==> src/rtl/master_axi_read_arbiter.sv <==
`default_nettype none
// +--------------------------------------------------------------------------+
// | Module   : master_axi_read_arbiter                                       |
// | Purpose  : Round-robin sharing of one AXI read transactor (AR + R paths) |
// |            among REQUESTER_COUNT client engines.                         |
// | Revision : 1.0                                                           |
// +--------------------------------------------------------------------------+
module master_axi_read_arbiter #(
    parameter int REQUESTER_COUNT = 4,
    parameter int ADDR_WIDTH      = 32,
    parameter int WORD_WIDTH      = 32,
    parameter int AXLEN_WIDTH     = 8,
    parameter int AXBURST_WIDTH   = 2
) (
    input  logic                                     clock,
    input  logic                                     reset,
    input  logic [REQUESTER_COUNT-1:0]               req_valid,
    input  logic [REQUESTER_COUNT*ADDR_WIDTH-1:0]    req_address,
    input  logic [REQUESTER_COUNT*AXLEN_WIDTH-1:0]   req_count,
    input  logic [REQUESTER_COUNT*AXBURST_WIDTH-1:0] req_type,
    output logic [REQUESTER_COUNT-1:0]               req_grant,
    output logic [REQUESTER_COUNT-1:0]               req_done,
    output logic                                     req_error,
    output logic [WORD_WIDTH-1:0]                    resp_data,
    output logic [REQUESTER_COUNT-1:0]               resp_valid,
    input  logic [REQUESTER_COUNT-1:0]               resp_ready,
    output logic [ADDR_WIDTH-1:0]                    ar_system_address,
    output logic [AXLEN_WIDTH-1:0]                   ar_system_count,
    output logic [AXBURST_WIDTH-1:0]                 ar_system_type,
    output logic                                     ar_system_address_wren,
    output logic                                     ar_system_count_wren,
    output logic                                     ar_system_type_wren,
    output logic                                     ar_system_start,
    input  logic                                     ar_system_ready,
    input  logic [WORD_WIDTH-1:0]                    r_system_data,
    input  logic                                     r_system_error,
    input  logic                                     r_system_valid,
    output logic                                     r_system_ready
);

    localparam int c_IDX_W = (REQUESTER_COUNT > 1) ? $clog2(REQUESTER_COUNT) : 1;
    localparam int c_SUM_W = c_IDX_W + 1;

    localparam logic [1:0] c_ST_IDLE  = 2'd0;
    localparam logic [1:0] c_ST_LOAD  = 2'd1;
    localparam logic [1:0] c_ST_START = 2'd2;
    localparam logic [1:0] c_ST_DATA  = 2'd3;

    logic [1:0]                 r_state;
    logic [1:0]                 w_state_nxt;
    logic [c_IDX_W-1:0]         r_ptr;
    logic [c_IDX_W-1:0]         r_winner;
    logic [c_IDX_W-1:0]         w_pick;
    logic [c_IDX_W-1:0]         w_next_ptr;
    logic [c_SUM_W-1:0]         w_sum;
    logic                       w_found;
    logic [ADDR_WIDTH-1:0]      r_addr;
    logic [AXLEN_WIDTH-1:0]     r_count;
    logic [AXBURST_WIDTH-1:0]   r_type;
    logic [AXLEN_WIDTH:0]       r_beat;
    logic                       r_error;
    logic [REQUESTER_COUNT-1:0] r_done;
    logic                       w_accept;
    logic                       w_granted;
    logic                       w_in_data;
    logic                       w_hs;
    logic                       w_last;

    // Scan upward from the rotating pointer; the first pending requester wins.
    always_comb begin
        w_pick  = '0;
        w_found = 1'b0;
        w_sum   = '0;
        for (int k = 0; k < REQUESTER_COUNT; k++) begin
            w_sum = {1'b0, r_ptr} + c_SUM_W'(k);
            if (w_sum >= c_SUM_W'(REQUESTER_COUNT)) begin
                w_sum = w_sum - c_SUM_W'(REQUESTER_COUNT);
            end
            if (!w_found && req_valid[w_sum[c_IDX_W-1:0]]) begin
                w_found = 1'b1;
                w_pick  = w_sum[c_IDX_W-1:0];
            end
        end
    end

    assign w_next_ptr = (r_winner == c_IDX_W'(REQUESTER_COUNT - 1)) ? '0
                                                                     : r_winner + c_IDX_W'(1);

    assign w_accept  = (r_state == c_ST_IDLE) && w_found && ar_system_ready;
    assign w_granted = (r_state != c_ST_IDLE);
    assign w_in_data = (r_state == c_ST_DATA);
    assign w_hs      = w_in_data && r_system_valid && resp_ready[r_winner];
    // Counter is one bit wider than arlen so a 256-beat burst cannot wrap early.
    assign w_last    = w_hs && (r_beat == {1'b0, r_count});

    always_ff @(posedge clock or posedge reset) begin
        if (reset) begin
            r_state <= c_ST_IDLE;
        end else begin
            r_state <= w_state_nxt;
        end
    end

    always_comb begin
        w_state_nxt = r_state;
        case (r_state)
            c_ST_IDLE:  if (w_accept) w_state_nxt = c_ST_LOAD;
            c_ST_LOAD:  w_state_nxt = c_ST_START;
            c_ST_START: w_state_nxt = c_ST_DATA;
            c_ST_DATA:  if (w_last) w_state_nxt = c_ST_IDLE;
            default:    w_state_nxt = c_ST_IDLE;
        endcase
    end

    always_ff @(posedge clock or posedge reset) begin
        if (reset) begin
            r_ptr    <= '0;
            r_winner <= '0;
            r_addr   <= '0;
            r_count  <= '0;
            r_type   <= '0;
            r_beat   <= '0;
            r_error  <= 1'b0;
            r_done   <= '0;
        end else begin
            r_done <= '0;
            if (w_accept) begin
                r_winner <= w_pick;
                r_addr   <= req_address[w_pick*ADDR_WIDTH +: ADDR_WIDTH];
                r_count  <= req_count[w_pick*AXLEN_WIDTH +: AXLEN_WIDTH];
                r_type   <= req_type[w_pick*AXBURST_WIDTH +: AXBURST_WIDTH];
            end
            if (r_state == c_ST_START) begin
                r_beat  <= '0;
                r_error <= 1'b0;
            end
            if (w_hs) begin
                r_beat  <= r_beat + 1'b1;
                r_error <= r_error | r_system_error;
            end
            if (w_last) begin
                r_done <= req_grant;
                r_ptr  <= w_next_ptr;
            end
        end
    end

    for (genvar g = 0; g < REQUESTER_COUNT; g++) begin : g_requester
        assign req_grant[g]  = w_granted && (r_winner == c_IDX_W'(g));
        assign resp_valid[g] = w_in_data && r_system_valid && (r_winner == c_IDX_W'(g));
    end

    assign req_done               = r_done;
    assign req_error              = r_error;
    assign resp_data              = r_system_data;
    assign r_system_ready         = w_in_data && resp_ready[r_winner];
    assign ar_system_address      = r_addr;
    assign ar_system_count        = r_count;
    assign ar_system_type         = r_type;
    assign ar_system_address_wren = (r_state == c_ST_LOAD);
    assign ar_system_count_wren   = (r_state == c_ST_LOAD);
    assign ar_system_type_wren    = (r_state == c_ST_LOAD);
    assign ar_system_start        = (r_state == c_ST_START);

endmodule
`default_nettype wire

==> config.mk <==
export PLATFORM = sky130hd
export DESIGN_NAME = master_axi_read_arbiter
export DESIGN_NICKNAME = d
export VERILOG_FILES = /design/src/rtl/master_axi_read_arbiter.sv
export SDC_FILE = /design/constraint.sdc
export NUM_CORES = 1
export LEC_CHECK = 0
export ABC_AREA = 1
export CAP_MARGIN = 30
export CORE_AREA = 2 2 118 120
export CTS_CLUSTER_SIZE = 25
export DETAILED_ROUTE_END_ITERATION = 12
export DIE_AREA = 0 0 120 122
export PLACE_DENSITY = 0.78
export SKIP_CTS_REPAIR_TIMING = 1
export SLEW_MARGIN = 5
export SYNTH_ARGS = -nofsm -noshare
export SYNTH_HDL_FRONTEND = slang
export SYNTH_SLANG_ARGS = --single-unit
==> constraint.sdc <==
create_clock -name clock -period 6.4 [get_ports clock]
set_clock_uncertainty 0.1 [all_clocks]
set_input_delay 1.92 -clock clock [delete_from_list [all_inputs] [get_ports clock]]
set_output_delay 1.92 -clock clock [all_outputs]
set_load 0.01 [all_outputs]
==> summary by stage <==
Routing
The detailed router finished its first iteration with 336 violations. Wires add up to 15900 um. In the routed layout, each cell is associated on average with a via count of 4.75. The remaining antenna violation count after routing is 0. Detailed routing inserted a total of 5711 vias. Before antenna repair, the detailed router went through 4 iterations. The mean routed wirelength per cell is 13.2 um.

For this run, design rule violations remaining after detail routing come to 0.

Cells and area
The number of fill cells in the layout is 1291. The number of nets in the finished design is 1240. The fraction of final layout cells with drive strength greater than 1 is 3.91%. The sequential standard cell area is 0.00155 mm2. The count of inserted antenna diode cells is 0. In the final layout, the multi-input gates occupy 0.00251 mm2. Relative to the synthesized area, the layout overhead comes to 49.7%.

Yosys
Synthesis inferred 62 register bits. After synthesis, the largest area contributor takes up 30.1% of total cell area. The count of cell types in the netlist is 31.

The mapped netlist covers 0.00516 mm2. A synthesized cell averages 6.19 um2. Summed over all instances, the cell type with the most area after synthesis is sky130_fd_sc_hd__dfrtp_1. Of the synthesized area, sequential elements account for 30.1%. The post-synth net total is 1057. In the post-synthesis netlist, the biggest area contributors are sky130_fd_sc_hd__dfrtp_1 (30%), sky130_fd_sc_hd__nand2_1 (21%), sky130_fd_sc_hd__inv_1 (12%).

Yosys printed 0 warnings. The cell count after synthesis came out at 834.

STA
The minimum period implied by the final worst setup slack is 5.36 ns. The final count of hold timing violations is 0. The slew at the pin with the worst max-slew slack is 0.795 ns. The worst pin sits at a relative slew slack of 47.0%. Setup repair after global routing left no endpoint under its margin. In the final timing run, aggregate negative setup slack is 0 ns. The number of setup violations in the final report is 0. Timing would allow up to 0.187 GHz. The share of the cycle needed by the critical path after routing is 83.8%. The final count of pins violating max slew was 0.

The worst path meets setup with 1.04 ns of slack.

Floorplan
305 I/O pins were placed. The standard-cell row count is 43. From bottom edge to top edge, the die measures 122 um. The total area inside the core boundary comes to 0.0135 mm2. The starting density of the core is 38.2%. The floorplan die width is 120 um. The total die area is 0.0146 mm2.

Placed design
The HPWL after detailed placement is 11500 um. The final RePlAce weighted congestion is 0.885. The count of input and output buffers is 240.

The post-placement worst setup slack is 1.06 ns.

Clocking
The cell at the root of the clock tree is sky130_fd_sc_hd__clkbuf_16. The number of clock buffers added by TritonCTS is 9. The total number of H-tree levels is 3. In this run the deepest clock path goes through 2 buffers.

The TritonCTS sink count is 62. After clock tree synthesis, the clock-pin slew on the worst setup and hold paths is 0.05 ns. The clock tree from TritonCTS is yes. The source-to-sink clock delay at the later pin of the worst-skew pair is 0.33 ns.

Worst setup path
STA puts the critical path data arrival time at 3.34 ns. STA classifies the critical path endpoint as an output port. Of all nets on the critical path, the largest fanout is 2. The critical path class is primary input to output port. The worst setup path is launched from a primary input. For the worst setup path, the data required time is 4.38 ns.

Pwr
The design internal power is 1.87 mW. The analysis attributes to cell leakage a power of 3.98 nW. The worst-case IR drop observed on VDD is 0.000286 V.

The total net switching power is 1.79 mW. Of the total power, the clock network draws 15.6%. The overall power consumption is 3.66 mW. In this run, flip-flops and latches consume 18.3% of the power. Of the total power, the share spent switching nets is 48.9%. The total power divided by cell area is 473 mW/mm2. The combinational fraction of design power is 66.1%.

GRT
Entering global routing, the biggest net connects 81 pins. The met2 routing resource usage after global routing is 36.6%. The wire length of the first global-routing pass is 26100 um. For this run, global-route usage on met1 was measured as 27.9%.

In the global route stage, overall resource usage came out at 22.1%. Summed over all layers, the global routing overflow is 0. For met3 alone, demand over resource in global routing was 5.20%. The via count of the first global-routing pass is 5348. The number of antenna violations at the first check in global routing is 0. met2 is the most crowded layer.

Flow run
The number of max-cap violations is 0.

Hold path
The path category of the worst min-delay check is flop to flop.

Status
The flow ran to the end, and the final reports show no timing, DRC or antenna violations.
[metal layers]
layer	vias to the layer above	share of wire [%]
met4	0	2.8
met2	220	47
met5	-	0
met3	34	7.6
li1	2909	-
met1	2548	42
[synthesized netlist by cell type, drive strengths merged]
cell and number:
nand2 290, inv 163, nand3 78, dfrtp 62, buf 60, o21ai 54
nand4 46, nor2 29, clkbuf 15, ha 10, nor3 7, xor2 6
o22ai 4, a21oi 3, a31oi 2, a22o 1, nor4 1, o31ai 1
o32ai 1, or2 1
[critical path, stage by stage]
cell and delay (ns):
sky130_fd_sc_hd__clkdlybuf4s50_1 0.46, sky130_fd_sc_hd__nor2_1 0.04, sky130_fd_sc_hd__nor2_1 0.08, sky130_fd_sc_hd__o21ai_0 0.09, sky130_fd_sc_hd__nand2_1 0.07, sky130_fd_sc_hd__inv_1 0.05
sky130_fd_sc_hd__nor2_1 0.09, sky130_fd_sc_hd__clkdlybuf4s50_1 0.54
[cell usage in the layout (no fill, tap or decap), drive strengths merged]
| master | netlist | routed |
|---|---|---|
| nand2 | 290 | 290 |
| clkdlybuf4s50 | 0 | 240 |
| inv | 163 | 163 |
| nand3 | 78 | 78 |
| dfrtp | 62 | 62 |
| o21ai | 54 | 54 |
| nand4 | 46 | 46 |
| nor2 | 29 | 29 |
| clkbuf | 15 | 11 |
| ha | 10 | 10 |
| nor3 | 7 | 7 |
| buf | 60 | 7 |
| xor2 | 6 | 6 |
| o22ai | 4 | 4 |
| a21oi | 3 | 3 |
| bufinv | 0 | 3 |
| a31oi | 2 | 2 |
| nor4 | 1 | 1 |
| o31ai | 1 | 1 |
| or2 | 1 | 1 |
| o32ai | 1 | 1 |
| a22o | 1 | 1 |
| clkinv | 0 | 1 |
| clkinvlp | 0 | 1 |
[flip-flops by register name, summed over array words and instances (netlist names)]
name and cells:
ar_system_count 8, req_error 1, r_state 2, req_done 4
r_beat 9, r_winner 2, r_ptr 2, ar_system_type 2
ar_system_address 32
[cell families after synthesis]
logic type | share of synthesized area (%)
AO/OA/AOI/OAI | 6.74
buffers and inverters | 21.3
adder cells (fa/ha/maj) | 2.42
flip-flops | 30.1
AND/OR/NAND/NOR | 38.5
XOR/XNOR | 1.02
[power by group through the flow]
stage | sequential (mW) | combinational, mW | clock, mW
5_1_grt | 0.689 | 2.74 | 0.601
4_1_cts | 0.669 | 2.43 | 0.584
3_3_place_gp | 0.672 | 2.38 | 0
6_report | 0.667 | 2.42 | 0.572
3_5_place_dp | 0.668 | 2.41 | 0
2_1_floorplan | 0.699 | 1.70 | 0
[path summary, 6_finish.rpt]
path	start	endpoint	slack [ns]	depth (start not counted)
worst min register to register	ar_system_address[19]$_DFFE_PP0P_	ar_system_address[19]$_DFFE_PP0P_	0.38	2
min in group asynchronous	reset	ar_system_address[8]$_DFFE_PP0P_	2.05	3
worst max register to register	r_ptr[0]$_DFFE_PP0P_	ar_system_count[2]$_DFFE_PP0P_	3.08	14
worst min-delay path	ar_system_address[19]$_DFFE_PP0P_	ar_system_address[19]$_DFFE_PP0P_	0.38	2
worst max-delay path	resp_ready[1]	r_system_ready	1.04	8
max in group asynchronous	reset	req_done[3]$_DFF_PP0_	3.63	3
[cell type report]
class | count | area share [%]
Sequential cell | 62 | 20.1
Inverter | 163 | 7.92
Tap cell | 180 | 2.91
Clock buffer | 11 | 3.14
Clock inverter | 5 | 1.38
Timing Repair Buffer | 247 | 32.0
Multi-Input combinational cell | 534 | 32.5
[through the flow]
| stage | instances | hold WS [ns] | utilization [%] | area [um2] |
|---|---|---|---|---|
| final | 1202 | 0.383 | 57.2 | 7730 |
| after global routing | 1202 | 0.403 | 57.2 | 7730 |
| after floorplan | 834 | 0.391 | - | 5160 |
| after detailed placement | 1185 | 0.370 | 54.5 | 7360 |
| after CTS | 1201 | 0.386 | 57.1 | 7710 |
| after global placement | 1185 | 0.365 | 54.5 | 7360 |
Note: power is estimated with default switching activity, not from simulation.
